===== config.mk =====
export PLATFORM = sky130hd
export DESIGN_NAME = atmos_light_est
export DESIGN_NICKNAME = d
export VERILOG_FILES = /design/src/rtl/atmos_light_est.sv
export SDC_FILE = /design/constraint.sdc
export NUM_CORES = 1
export LEC_CHECK = 0
export BUFFER_PORTS_ARGS = -buffer_cell sky130_fd_sc_hd__buf_2
export CORE_MARGIN = 2
export CORE_UTILIZATION = 65
export CTS_BUF_LIST = sky130_fd_sc_hd__clkbuf_4
export DETAILED_ROUTE_END_ITERATION = 10
export HOLD_SLACK_MARGIN = 0.05
export PLACE_DENSITY = 0.95
export SETUP_SLACK_MARGIN = 0.3
export SYNTH_ARGS = -nofsm -noshare
export SYNTH_HDL_FRONTEND = slang
export SYNTH_SLANG_ARGS = --single-unit

===== constraint.sdc =====
create_clock -name clk -period 10.8 [get_ports clk]
set_input_delay 0.54 -clock clk [delete_from_list [all_inputs] [get_ports clk]]
set_output_delay 0.54 -clock clk [all_outputs]
set_load 0.03 [all_outputs]

===== src/rtl/atmos_light_est.sv =====
// Per-frame atmospheric-light estimator.
// Scans each frame's RGB stream alongside its dark-channel value. The candidate A
// is the largest max(R,G,B) over the pixels whose dark value lies within DELTA of
// the previous frame's dark maximum. That candidate is IIR-smoothed across frames,
// clamped, and held constant for the whole next frame.
// Ports:
//   clk, rst_n        clock, asynchronous active-low reset
//   pre_frame_vsync   frame valid (high for the whole active frame)
//   pre_frame_href    line valid
//   pre_frame_clken   pixel strobe; a pixel is sampled when href & clken
//   pre_img[23:0]     {R,G,B}, 8 bits each
//   pre_dark[7:0]     dark-channel value aligned with pre_img
//   post_A[7:0]       current atmospheric light, stable between updates
//   post_A_valid      one-cycle pulse when post_A is (re)issued at frame end
//   post_dark_max     max pre_dark of the last completed frame
module atmos_light_est #(
  parameter logic [7:0]  DELTA        = 8'd16,
  parameter int unsigned SMOOTH_SHIFT = 2,
  parameter logic [7:0]  A_MIN        = 8'd64,
  parameter logic [7:0]  A_MAX        = 8'd240,
  parameter logic [7:0]  A_INIT       = 8'd200
) (
  input  logic        clk,
  input  logic        rst_n,
  input  logic        pre_frame_vsync,
  input  logic        pre_frame_href,
  input  logic        pre_frame_clken,
  input  logic [23:0] pre_img,
  input  logic [7:0]  pre_dark,
  output logic [7:0]  post_A,
  output logic        post_A_valid,
  output logic [7:0]  post_dark_max
);

  localparam int unsigned PW = 8;
  localparam int unsigned AW = 10;

  localparam logic [1:0] S_IDLE   = 2'd0;
  localparam logic [1:0] S_ACCUM  = 2'd1;
  localparam logic [1:0] S_UPDATE = 2'd2;

  logic [1:0]           state, state_nxt;
  logic                 vsync_d1;
  logic                 rise, fall;
  logic                 pending;
  logic                 start;
  logic                 sample;
  logic [PW-1:0]        thr, thr_next;
  logic [PW-1:0]        dmax, cand;
  logic                 hit, first_done;
  logic [PW-1:0]        pix_r, pix_g, pix_b, pix_max;
  logic signed [AW-1:0] diff, a_iir, a_new;
  logic [PW-1:0]        a_clamped;

  assign rise   = pre_frame_vsync & ~vsync_d1;
  assign fall   = ~pre_frame_vsync & vsync_d1;
  // A rise seen during UPDATE is parked in pending and starts the frame from IDLE.
  assign start  = (state == S_IDLE) & (rise | pending);
  // vsync is already low on the fall cycle, so that cycle's pixel is excluded.
  assign sample = (state == S_ACCUM) & pre_frame_vsync & pre_frame_href & pre_frame_clken;

  assign pix_r = pre_img[23:16];
  assign pix_g = pre_img[15:8];
  assign pix_b = pre_img[7:0];

  // Brightest colour component of the current pixel.
  always_comb begin
    pix_max = pix_r;
    if (pix_g > pix_max) pix_max = pix_g;
    if (pix_b > pix_max) pix_max = pix_b;
  end

  // Qualification threshold for the next frame, floored at zero.
  always_comb begin
    thr_next = '0;
    if (post_dark_max > DELTA) thr_next = post_dark_max - DELTA;
  end

  // IIR step in 10-bit signed arithmetic, then clamp to [A_MIN, A_MAX].
  always_comb begin
    diff  = $signed({2'b00, cand}) - $signed({2'b00, post_A});
    a_iir = $signed({2'b00, post_A}) + (diff >>> SMOOTH_SHIFT);
    a_new = first_done ? a_iir : $signed({2'b00, cand});
    if (a_new < $signed({2'b00, A_MIN}))
      a_clamped = A_MIN;
    else if (a_new > $signed({2'b00, A_MAX}))
      a_clamped = A_MAX;
    else
      a_clamped = a_new[PW-1:0];
  end

  // State register.
  always_ff @(posedge clk or negedge rst_n) begin
    if (!rst_n) state <= S_IDLE;
    else        state <= state_nxt;
  end

  // Next-state logic.
  always_comb begin
    state_nxt = state;
    case (state)
      S_IDLE:   if (rise | pending) state_nxt = S_ACCUM;
      S_ACCUM:  if (fall) state_nxt = S_UPDATE;
      S_UPDATE: state_nxt = S_IDLE;
      default:  state_nxt = S_IDLE;
    endcase
  end

  // Frame accumulators and registered outputs.
  always_ff @(posedge clk or negedge rst_n) begin
    if (!rst_n) begin
      vsync_d1      <= 1'b1;
      pending       <= 1'b0;
      thr           <= '0;
      dmax          <= '0;
      cand          <= '0;
      hit           <= 1'b0;
      first_done    <= 1'b0;
      post_A        <= A_INIT;
      post_A_valid  <= 1'b0;
      post_dark_max <= '0;
    end else begin
      vsync_d1     <= pre_frame_vsync;
      post_A_valid <= 1'b0;
      if (start) begin
        pending <= 1'b0;
        thr     <= thr_next;
        dmax    <= '0;
        cand    <= '0;
        hit     <= 1'b0;
      end else if ((state == S_UPDATE) && rise) begin
        pending <= 1'b1;
      end
      if (sample) begin
        if (pre_dark > dmax) dmax <= pre_dark;
        if (pre_dark >= thr) begin
          hit <= 1'b1;
          if (pix_max > cand) cand <= pix_max;
        end
      end
      if (state == S_UPDATE) begin
        post_dark_max <= dmax;
        post_A_valid  <= 1'b1;
        if (hit) begin
          post_A     <= a_clamped;
          first_done <= 1'b1;
        end
      end
    end
  end

endmodule


==> impl_metrics.prom <==
# TYPE chip_impl_metric gauge
chip_impl_metric{name="globalRouteOverflowTotal",unit=""} 0
chip_impl_info{name="regToRegEndpoint",value="post_A[0]"} 1
chip_impl_metric{name="cts.path.max_buffers",unit=""} 2
chip_impl_metric{name="reg2reg_depth",unit=""} 15
chip_impl_metric{name="worst-endpoint-arrival",unit="ns"} 6.37
chip_impl_info{name="cts_tree",value="done"} 1
chip_impl_info{name="status",value="completed"} 1
chip_impl_info{name="type_of_the_worst_min_delay_path",value="in2reg"} 1
chip_impl_metric{name="p_switching",unit="mW"} 0.485
chip_impl_info{name="cts_root_buf",value="sky130_fd_sc_hd__clkbuf_4"} 1
chip_impl_metric{name="pwr-share-comb",unit="%"} 61.9
chip_impl_metric{name="seq_power_share",unit="%"} 27.1
chip_impl_metric{name="grt_max_degree",unit=""} 48
chip_impl_metric{name="cts.sink_count",unit=""} 47
chip_impl_info{name="synth.top_cells.by_count",value="sky130_fd_sc_hd__ha_1, sky130_fd_sc_hd__inv_1, sky130_fd_sc_hd__nand2_1, sky130_fd_sc_hd__dfrtp_1, sky130_fd_sc_hd__nor2_1"} 1
chip_impl_metric{name="io_buffer_count",unit=""} 53
chip_impl_metric{name="setup_total_negative_slack",unit="ns"} 0
chip_impl_metric{name="cp.buffers_inverters",unit=""} 2
chip_impl_metric{name="slew_violations",unit=""} 0
chip_impl_metric{name="post_cts_resized",unit=""} 0
chip_impl_metric{name="synth_warnings",unit=""} 0
chip_impl_metric{name="timing.max_cap.violations",unit=""} 0
chip_impl_metric{name="drc_errors",unit=""} 0
chip_impl_metric{name="grt_antenna_before_repair",unit=""} 0
chip_impl_metric{name="slew_headroom",unit="%"} 30.3
chip_impl_metric{name="hpwl",unit="mm"} 7.25
chip_impl_metric{name="period_minus_slack",unit="ns"} 6.11
chip_impl_metric{name="routed_wirelength",unit="mm"} 9.08
chip_impl_metric{name="synth.yosys.seq_area_share",unit="%"} 29.1
chip_impl_metric{name="core-area",unit="um2"} 5990
chip_impl_metric{name="final-hold-violation-count",unit=""} 0
chip_impl_info{name="yosysTopAreaCell",value="sky130_fd_sc_hd__dfrtp_1"} 1
chip_impl_info{name="critical_path.cell_chain",value="buf_2 > inv_1 > ha_1 > nor2b_1 > o21a_1 > o21a_1 > o21ai_1 > and2_1 > mux2i_1 > ha_1 > a21o_1 > a21oi_1 > nand2b_1 > o21ai_1 > nand2_1 > o211ai_1 > ha_1 > nor2b_1 > o21a_1 > o21a_1 > o21ai_0 > a21boi_0 > nand4_1 > mux2_2"} 1
chip_impl_metric{name="leakage",unit="nW"} 2.21
chip_impl_info{name="crit_top_cell",value="sky130_fd_sc_hd__o21a_1"} 1
chip_impl_metric{name="max_freq",unit="MHz"} 164
chip_impl_metric{name="mappedNetlistArea",unit="um2"} 4070
chip_impl_metric{name="power_share_of_the_clock_group",unit="%"} 11.0
chip_impl_metric{name="post_synth_fa_ha_maj_area_fraction",unit="%"} 18.3
chip_impl_metric{name="initialDrtViolationCount",unit=""} 178
chip_impl_metric{name="initial_utilization",unit="%"} 67.9
chip_impl_metric{name="number_of_standard_cell_rows_in_the_floorplan",unit=""} 28
chip_impl_metric{name="final_nets",unit=""} 610
chip_impl_metric{name="synthesis.nets",unit=""} 562
chip_impl_metric{name="synth_top_cell_area_share",unit="%"} 26.5
chip_impl_metric{name="areaGrowthSynthToFinish",unit="%"} 9.76
chip_impl_metric{name="dieArea",unit="um2"} 6900
chip_impl_metric{name="critical_path_required",unit="ns"} 11.07
chip_impl_metric{name="synth-seq-cells",unit=""} 47
chip_impl_info{name="critical_path.endpoint_type",value="register"} 1
chip_impl_info{name="path_delay_family",value="compound AO/OA/AOI/OAI gates"} 1
chip_impl_metric{name="avgViaCountPerCell",unit=""} 6.09
chip_impl_metric{name="power.share.switching",unit="%"} 47.4
chip_impl_metric{name="insertion_delay",unit="ns"} 0.38
chip_impl_metric{name="synth-async-reset-ratio",unit="%"} 100
chip_impl_metric{name="htree_num_levels",unit=""} 2
chip_impl_info{name="worst_hold_path.endpoint",value="vsync_d1"} 1
chip_impl_info{name="synth.top_cells.by_area",value="sky130_fd_sc_hd__dfrtp_1, sky130_fd_sc_hd__ha_1, sky130_fd_sc_hd__inv_1"} 1
chip_impl_metric{name="critical_path.max_stage_delay",unit="ns"} 0.71
chip_impl_metric{name="tritoncts.num_buffers",unit=""} 5
chip_impl_metric{name="power.density",unit="nW/um2"} 230
chip_impl_metric{name="place_congestion",unit=""} 0.933
chip_impl_info{name="hold_path_start",value="pre_frame_vsync"} 1
chip_impl_metric{name="max-vdd-ir-drop",unit="V"} 0.000197
chip_impl_info{name="setup.worst_path.start_class",value="input pin"} 1
chip_impl_info{name="timing.critical_path.slowest_stage_cell",value="sky130_fd_sc_hd__o21ai_1"} 1
chip_impl_metric{name="design.portCount",unit=""} 54
chip_impl_metric{name="postCtsHoldBufs",unit=""} 0
chip_impl_metric{name="setup_viol",unit=""} 0
chip_impl_metric{name="detail_route.first_pass.iterations",unit=""} 5
chip_impl_metric{name="track_usage",unit="%"} 27.4
chip_impl_metric{name="synth-xor-area-share",unit="%"} 2.15
chip_impl_metric{name="detailroute.via_count",unit=""} 3593
chip_impl_metric{name="drt.antenna.violating_nets",unit=""} 0
chip_impl_metric{name="postCtsSetupRepairBufs",unit=""} 0
chip_impl_metric{name="postSynthAreaPerCell",unit="um2"} 8.72
chip_impl_metric{name="grt_pass1_vias",unit=""} 3646
chip_impl_metric{name="synth_cell_types",unit=""} 58
chip_impl_metric{name="routedWlPerCell",unit="um"} 15.4
chip_impl_metric{name="antenna_cells",unit=""} 0
chip_impl_metric{name="synthesized_area_fraction_occupied_by_and_or_nand_nor_cells",unit="%"} 18.1
chip_impl_metric{name="clock-skew-final",unit="ns"} 0.0140
chip_impl_info{name="post-synth-top-count-cell",value="sky130_fd_sc_hd__ha_1"} 1
chip_impl_metric{name="synth-compound-area-share",unit="%"} 19.2
chip_impl_info{name="largest_family_of_logic_cells_by_synthesized_area",value="compound AO/OA/AOI/OAI gates"} 1
chip_impl_info{name="critical_path_class",value="in2reg"} 1
chip_impl_metric{name="fin_crit_sh",unit="%"} 56.5
chip_impl_metric{name="die_height",unit="um"} 83.1
chip_impl_metric{name="stdcell_count",unit=""} 590
chip_impl_metric{name="tightestPinTransition",unit="ns"} 1.05
chip_impl_info{name="worst_r2r_startpoint",value="post_A[1]"} 1
chip_impl_info{name="synth-main-ff-cell",value="sky130_fd_sc_hd__dfrtp_1"} 1
chip_impl_metric{name="hold_depth",unit=""} 1
chip_impl_metric{name="path_clk_slew",unit="ns"} 0.14
chip_impl_metric{name="intPower",unit="mW"} 0.540
chip_impl_metric{name="postSynthCellCount",unit=""} 466
chip_impl_metric{name="post_route_cells_drive_above_1_share",unit="%"} 16.3
chip_impl_metric{name="die_width",unit="um"} 83.1
chip_impl_metric{name="crit_path_max_fanout",unit=""} 17
chip_impl_info{name="rsz0062_at_grt",value="no"} 1
chip_impl_metric{name="grt_first_pass_wirelength",unit="mm"} 16.0
chip_impl_metric{name="synth_enable_flop_cells",unit=""} 0
chip_impl_metric{name="yosys-mux-area-fraction",unit="%"} 6.65
chip_impl_metric{name="numPlacedInstances",unit=""} 582
chip_impl_metric{name="reg2reg_setup_slack",unit="ns"} 6.52
worst reg2reg max path: cells and delay by family, from the launching register on:
family	cells	cell delay, ns
DFF	1	0.44
adders and majority gates	2	0.65
xor gates and xnor gates	1	0.13
AOI/OAI and AO/OA	7	2.17
buffers and inverters	1	0.10
and+or+nand+nor	4	0.73
cell type report:
| cell class | count | area (um2) |
|---|---|---|
| clock inverters | 3 | 47.5 |
| flip-flops and latches | 47 | 1180 |
| multi-input cells | 350 | 2620 |
| fillers | 407 | 1530 |
| inverters | 57 | 215 |
| well taps | 75 | 93.8 |
| clock buffers | 5 | 37.5 |
| repair buffers | 53 | 265 |
power by group through the flow:
stage	combinational, mW	clock [mW]	sequential (mW)
after global routing	0.713	0.123	0.285
final	0.634	0.113	0.278
after CTS	0.633	0.115	0.277
after floorplan	0.473	0	0.293
after global placement	0.594	0	0.278
after detailed placement	0.626	0	0.280
worst max path at each step:
stage | start | to | slack [ns] | cells past startpoint
global placement | pre_img[17] | cand[1] | 4.69 | 24
CTS | pre_img[17] | cand[2] | 4.77 | 24
floorplan | pre_img[17] | cand[1] | 5.29 | 26
detailed placement | pre_img[17] | cand[2] | 4.38 | 24
global route | pre_img[21] | cand[2] | 4.16 | 22
finish | pre_img[17] | cand[2] | 4.69 | 24
flip-flops by register name, summed over array words and instances, names as in the netlist:
register / flops
dmax: 8
state: 2
first_done: 1
pending: 1
post_dark_max: 8
post_A_valid: 1
post_A: 8
hit: 1
cand: 8
vsync_d1: 1
thr: 8
placed cells by master, fill, tap and decap left out, types with 14 or more instances in the layout:
master / n
sky130_fd_sc_hd__buf_2: 53
sky130_fd_sc_hd__inv_1: 55
sky130_fd_sc_hd__a21oi_1: 16
sky130_fd_sc_hd__nand4_1: 14
sky130_fd_sc_hd__dfrtp_1: 43
sky130_fd_sc_hd__nor2_1: 27
sky130_fd_sc_hd__ha_1: 58
sky130_fd_sc_hd__o21ai_0: 22
sky130_fd_sc_hd__nand2_1: 49
sky130_fd_sc_hd__mux2i_1: 18
per-layer routing:
metal / up-vias / wire length (um) / GRT usage, %
met1: 1726 / 3870 / 34.5
met5: - / 0 / 0
met3: 22 / 351 / 4.17
li1: 1746 / - / -
met4: 0 / 180 / 8.35
met2: 99 / 4670 / 48.4
cell families (layout without fill, tap and decap cells):
| family | after synthesis | in the layout |
|---|---|---|
| AND/OR/NAND/NOR | 146 | 146 |
| AO/OA/AOI/OAI | 109 | 109 |
| buffers and inverters | 69 | 118 |
| adder cells (fa/ha/maj) | 59 | 59 |
| flip-flops | 47 | 47 |
| multiplexers | 26 | 26 |
| XOR/XNOR | 10 | 10 |
through the flow:
stage / setup WS [ns] / instance area, um2 / hold slack, ns / util, % / total power [mW]
2_1_floorplan: 5.29 / 4070 / 0.244 / - / 0.766
3_3_place_gp: 4.69 / 4380 / 0.469 / 73.1 / 0.871
3_5_place_dp: 4.38 / 4380 / 0.483 / 73.1 / 0.907
4_1_cts: 4.77 / 4460 / 0.277 / 74.5 / 1.02
5_1_grt: 4.16 / 4460 / 0.274 / 74.5 / 1.12
6_report: 4.69 / 4460 / 0.291 / 74.5 / 1.02
(Power assumes the default switching activity.)
